**src/rtl/sat_expr_pkg.sv**
```systemverilog
// Shared constants and width helpers for the sat_expr_pipe datapath.
package sat_expr_pkg;

  localparam logic MODE_WRAP = 1'b0;
  localparam logic MODE_SAT  = 1'b1;
  localparam int   STAGES    = 3;

  // Full-precision widths of the intermediate terms for a w-bit operand pair
  function automatic int sum_w(input int w);
    return w + 1;
  endfunction

  function automatic int prod_w(input int w);
    return 2 * w + 2;
  endfunction

  function automatic int tot_w(input int w);
    return 2 * w + 3;
  endfunction

endpackage

```
**src/rtl/sat_clamp.sv**
```systemverilog
// Signed range check of an IN_W-bit value against OUT_W bits, with optional clamp.
module sat_clamp
  import sat_expr_pkg::*;
#(
  parameter int IN_W  = 19,
  parameter int OUT_W = 8
) (
  input  logic [IN_W-1:0]  i_val,
  input  logic             i_sat,
  output logic [OUT_W-1:0] out,
  output logic             ovf
);

  logic [IN_W-OUT_W:0] w_hi;
  logic [OUT_W-1:0]    w_max;
  logic [OUT_W-1:0]    w_min;

  // Value fits iff every bit from the target sign bit upward is identical
  assign w_hi  = i_val[IN_W-1:OUT_W-1];
  assign ovf   = !((&w_hi) || !(|w_hi));
  assign w_max = {1'b0, {(OUT_W-1){1'b1}}};
  assign w_min = {1'b1, {(OUT_W-1){1'b0}}};

  always_comb begin
    out = i_val[OUT_W-1:0];
    if (i_sat == MODE_SAT && ovf)
      out = i_val[IN_W-1] ? w_min : w_max;
  end

endmodule

```
**src/rtl/sat_expr_pipe.sv**
```systemverilog
// 3-stage pipeline computing (a+b) + (a-b)*b + b with saturate/wrap output.
// Overflow event counter is built only when SAT_EXPR_PIPE_STATS_EN is defined.
module sat_expr_pipe
  import sat_expr_pkg::*;
#(
  parameter int WIDTH = 8,
  parameter int CNT_W = 16
) (
  input  logic             clk,
  input  logic             reset_n,
  input  logic             in_valid,
  output logic             in_ready,
  input  logic [WIDTH-1:0] a,
  input  logic [WIDTH-1:0] b,
  input  logic             sat_mode,
  output logic             out_valid,
  input  logic             out_ready,
  output logic [WIDTH-1:0] out,
  output logic             out_ovf,
  input  logic             cnt_clr,
  output logic [CNT_W-1:0] ovf_count
);

  localparam int SW = sum_w(WIDTH);
  localparam int PW = prod_w(WIDTH);
  localparam int TW = tot_w(WIDTH);

  logic [STAGES:1] r_vld_pipe;
  logic            w_adv;

  logic [SW-1:0]    r_s1_sum, r_s1_dif;
  logic [WIDTH-1:0] r_s1_b;
  logic             r_s1_mode;

  logic [PW-1:0]    r_s2_prod;
  logic [SW:0]      r_s2_sb;
  logic             r_s2_mode;

  logic [WIDTH-1:0] r_out;
  logic             r_ovf;

  logic [SW-1:0]    w_a_x, w_b_x, w_sum, w_dif;
  logic [PW-1:0]    w_dif_x, w_b_px, w_prod;
  logic [SW:0]      w_sb;
  logic [TW-1:0]    w_tot;
  logic [WIDTH-1:0] w_out;
  logic             w_ovf;

  // Whole pipe moves in lockstep; a stalled output freezes every stage
  assign w_adv    = !r_vld_pipe[STAGES] || out_ready;
  assign in_ready = w_adv;

  assign w_a_x = {a[WIDTH-1], a};
  assign w_b_x = {b[WIDTH-1], b};
  assign w_sum = w_a_x + w_b_x;
  assign w_dif = w_a_x - w_b_x;

  // Sign-extended to the product width; the low PW bits are the exact product
  assign w_dif_x = {{(PW-SW){r_s1_dif[SW-1]}}, r_s1_dif};
  assign w_b_px  = {{(PW-WIDTH){r_s1_b[WIDTH-1]}}, r_s1_b};
  assign w_prod  = w_dif_x * w_b_px;
  assign w_sb    = {r_s1_sum[SW-1], r_s1_sum} + {{2{r_s1_b[WIDTH-1]}}, r_s1_b};

  assign w_tot = {r_s2_prod[PW-1], r_s2_prod} + {{(TW-SW-1){r_s2_sb[SW]}}, r_s2_sb};

  sat_clamp #(
    .IN_W  (TW),
    .OUT_W (WIDTH)
  ) u_clamp (
    .i_val (w_tot),
    .i_sat (r_s2_mode),
    .out   (w_out),
    .ovf   (w_ovf)
  );

  always_ff @(posedge clk or negedge reset_n) begin
    if (!reset_n) begin
      r_vld_pipe <= '0;
      r_s1_sum   <= '0;
      r_s1_dif   <= '0;
      r_s1_b     <= '0;
      r_s1_mode  <= MODE_WRAP;
      r_s2_prod  <= '0;
      r_s2_sb    <= '0;
      r_s2_mode  <= MODE_WRAP;
      r_out      <= '0;
      r_ovf      <= 1'b0;
    end else if (w_adv) begin
      r_vld_pipe <= {r_vld_pipe[STAGES-1:1], in_valid};
      r_s1_sum   <= w_sum;
      r_s1_dif   <= w_dif;
      r_s1_b     <= b;
      r_s1_mode  <= sat_mode;
      r_s2_prod  <= w_prod;
      r_s2_sb    <= w_sb;
      r_s2_mode  <= r_s1_mode;
      r_out      <= w_out;
      r_ovf      <= w_ovf;
    end
  end

  assign out_valid = r_vld_pipe[STAGES];
  assign out       = r_out;
  assign out_ovf   = r_ovf;

`ifdef SAT_EXPR_PIPE_STATS_EN
  logic [CNT_W-1:0] r_cnt;

  always_ff @(posedge clk or negedge reset_n) begin
    if (!reset_n)
      r_cnt <= '0;
    else if (cnt_clr)
      r_cnt <= '0;
    else if (r_vld_pipe[STAGES] && out_ready && r_ovf && !(&r_cnt))
      r_cnt <= r_cnt + CNT_W'(1);
  end

  assign ovf_count = r_cnt;
`else
  logic w_unused_clr;
  assign w_unused_clr = cnt_clr;
  assign ovf_count    = '0;
`endif

endmodule

```
**config.mk**
```make
export PLATFORM = sky130hd
export DESIGN_NAME = sat_expr_pipe
export DESIGN_NICKNAME = d
export VERILOG_FILES = /design/src/rtl/sat_expr_pkg.sv /design/src/rtl/sat_clamp.sv /design/src/rtl/sat_expr_pipe.sv
export SDC_FILE = /design/constraint.sdc
export NUM_CORES = 1
export LEC_CHECK = 0
export CORE_ASPECT_RATIO = 0.7
export CORE_MARGIN = 8
export CORE_UTILIZATION = 65
export DETAILED_ROUTE_END_ITERATION = 7
export DONT_BUFFER_PORTS = 1
export GPL_ROUTABILITY_DRIVEN = 0
export HOLD_SLACK_MARGIN = 0.1
export PLACE_DENSITY = 0.81
export SYNTH_ARGS = -nofsm -noshare
export SYNTH_HDL_FRONTEND = slang
export SYNTH_SLANG_ARGS = --single-unit
```
**constraint.sdc**
```tcl
create_clock -name clk -period 6.8 [get_ports clk]
set_clock_uncertainty 0.2 [all_clocks]
set_input_delay 1.02 -clock clk [delete_from_list [all_inputs] [get_ports clk]]
set_output_delay 1.02 -clock clk [all_outputs]
set_load 0.02 [all_outputs]
```
==> flow_summary.toml <==
[placed_design]
port_buffers = 0
dpl.hpwl_um = 11530

[finish]
multi_input_area_mm2 = 0.004974
n_antenna_cell = 0
final_util = 0.6917
seqCellArea_mm2 = 0.001652
fin_nets = 963
syn2layout_area_growth_pct = 4.786
nFillCells = 855
drive_above_1_share = 0.04332

[detailed_routing]
drtAntennaViolNets = 0
viasPerCell = 5.581
drtPass1Iterations = 5
drt-total-wl_um = 14850
vias = 5363
drc = 0
drtIter0Drc = 333
detail_route.wl_per_cell_um = 15.45

[synthesis]
synth_xor_area_frac = 0.05098
synthCells = 816
postSynthAreaPerCell_um2 = 8.843
yosys.area_share.simple = 0.1718
syn_area_mm2 = 0.007216
ys.flop_type = "dfrtp_1"
synth-compound-area-share = 0.1418
async_reset_ff_frac = 1.000
synth_fa_ha_area_frac = 0.3069
synth_cell_type_count = 60
netlist_top_cells_area = "dfrtp_1, fa_1, ha_1"
muxShareOfSynthArea = 0.008323
yosysWarnings = 0
yosysTopAreaCell = "dfrtp_1"
synth_top_family_by_area = "adder cells"
netlist.area_leader.share = 0.2289
ys_seq_elements = 66
synth-edff-count = 0
yosysSeqAreaShare = 0.2289

[clock_tree]
clkTransAtPathRegs_ns = 0.06
cts_tree = "yes"
cts_sinks = 66
numCtsBuffers = 9
holdBufCountCts = 0
htree_levels = 3
clockBufferDepth = 2
ctsResizeCount = 0
worstSkewPairLatency_ns = 0.34
post_cts_buffers = 0
cts-root-buf = "clkbuf_16"

[die]
initial_core_util = 0.6601
fp-row-count = 32
die_height_um = 104.2
fp.dieArea_mm2 = 0.01478
coreArea_mm2 = 0.01093
ios = 49
die_w_um = 141.9

[sta]
slew_headroom = 0.5144
rsz0062_at_grt = "no"
period_needed_ns = 5.203
finalHoldViolCount = 0
fmaxAchievable_mhz = 192.2
drv_slew = 0
tightest_slew_ns = 0.7285
setup_viol = 0
worst_hold_slack_ns = 0.1726
finalSetupTns_ns = 0
fin_crit_sh = 0.7651

[global_route]
grt_pass1_wl_um = 25860
grt_pass1_vias = 5648
gr-usage-all-layers = 0.2136
antenna_found_initial = 0
grt_max_degree = 71
grt.overflow.total = 0

[outcome]
outcome = "complete, no violations"

[worst_setup_path]
start_kind = "flip-flop"
arrival_ns = 5.19
cp_cell_sequence = "nand2b_1 > fa_1 > fa_1 > inv_1 > fa_1 > inv_1 > fa_1 > inv_1 > ha_1 > o21ai_0 > nand2b_1 > a21o_1 > a31o_2 > and4_1 > o31a_1 > xnor2_1 > a21oi_1"
crit_buf_inv = 3
required_ns = 6.79
crit_top_cell = "fa_1"
max_stage_delay_ns = 0.57
end_kind = "flip-flop"
cp_max_fo = 9
crit_family = "adder cells"
path_class = "flip-flop to flip-flop"
critPathSlowestCell = "fa_1"

[run]
cap_violations = 0

[worst_hold_path]
hold_class = "primary input to async pin"
## layer usage
metal	global-route usage	vias to the layer above	wire length (µm)
met5	0	-	0
met4	0.07410	0	186
met2	0.3557	152	6997
met3	0.04585	15	878
li1	-	2611	-
met1	0.2694	2585	6782
## state kept, by name (all words and copies together), names as in the netlist
signal / count
r_s2_prod: 17
r_s2_sb: 10
r_s1_sum: 9
out: 8
r_s1_b: 8
r_s1_dif: 8
r_vld_pipe: 3
out_ovf: 1
r_s1_mode: 1
r_s2_mode: 1
## logic make-up after synthesis
family | after synthesis
and+or+nand+nor | 248
buffers and inverters | 158
AOI/OAI and AO/OA | 157
adders and majority gates | 138
DFF | 66
xor gates and xnor gates | 42
muxes | 6
other | 1
## stage by stage
step	area [µm²]	setup slack, ns	instances
floorplan	7272	2.035	831
global placement	7271	1.760	945
detailed placement	7271	1.677	945
CTS	7561	1.617	961
global route	7561	1.390	961
finish	7561	1.597	961
## layout by cell type, fill, tap and decap left out, types with 3 or more instances in the layout
cell type / Yosys / routed
o211ai_1: 4 / 4
o31ai_1: 3 / 3
a211o_1: 5 / 5
nor3_1: 9 / 9
fa_1: 65 / 65
a21o_1: 12 / 12
a211oi_1: 7 / 7
clkbuf_16: 0 / 9
nor2_1: 52 / 52
xor2_1: 14 / 14
o21a_1: 7 / 7
and2b_1: 5 / 5
mux2i_1: 6 / 6
and2_1: 45 / 45
conb_1: 1 / 16
o21ai_0: 35 / 35
a31oi_1: 6 / 6
inv_1: 116 / 115
nand3_1: 8 / 8
xnor2_1: 28 / 28
a21oi_1: 51 / 51
a221o_1: 5 / 5
o21bai_1: 5 / 5
ha_1: 73 / 73
nand2b_1: 11 / 11
dfrtp_1: 66 / 66
and3_1: 5 / 5
nand2_1: 86 / 86
or3_1: 4 / 4
nor2b_1: 9 / 8
## path summary, 6_finish.rpt
| check | start | endpoint | slack (ns) | cells after the start |
|---|---|---|---|---|
| worst max-delay path | r_s1_sum[0]$_DFFE_PN0P_ | r_s2_prod[16]$_DFFE_PN0P_ | 1.60 | 17 |
| min in group clk | r_vld_pipe[2]$_DFFE_PN0P_ | r_vld_pipe[2]$_DFFE_PN0P_ | 0.26 | 2 |
| max in group asynchronous | reset_n | r_s1_b[7]$_DFFE_PN0P_ | 6.12 | 0 |
| worst max register to register | r_s1_sum[0]$_DFFE_PN0P_ | r_s2_prod[16]$_DFFE_PN0P_ | 1.60 | 17 |
| worst min register to register | r_vld_pipe[2]$_DFFE_PN0P_ | r_vld_pipe[2]$_DFFE_PN0P_ | 0.26 | 2 |
| worst min-delay path | reset_n | out[7]$_DFFE_PN0P_ | 0.17 | 0 |
## area by class of cell
class,count,area share
clock inverters,5,0.004964
clock buffers,11,0.03343
flip-flops and latches,66,0.2184
inverters,117,0.05808
well taps,153,0.02532
repair buffers,2,0.001986
multi-input cells,607,0.6578
## cell usage after synthesis (6+ instances only)
library cell	instances
dfrtp_1	66
xor2_1	14
buf_4	16
nand2b_1	11
a21o_1	12
o21a_1	7
ha_1	73
fa_1	65
xnor2_1	28
nand3_1	8
mux2i_1	6
nor3_1	9
o21ai_0	35
nand2_1	86
and2_1	45
inv_1	116
nor2_1	52
clkbuf_1	22
a21oi_1	51
a211oi_1	7
a31oi_1	6
nor2b_1	9
Power is not shown: default switching activity piles up to over one toggle a cycle in this logic, so the estimate is an artifact.
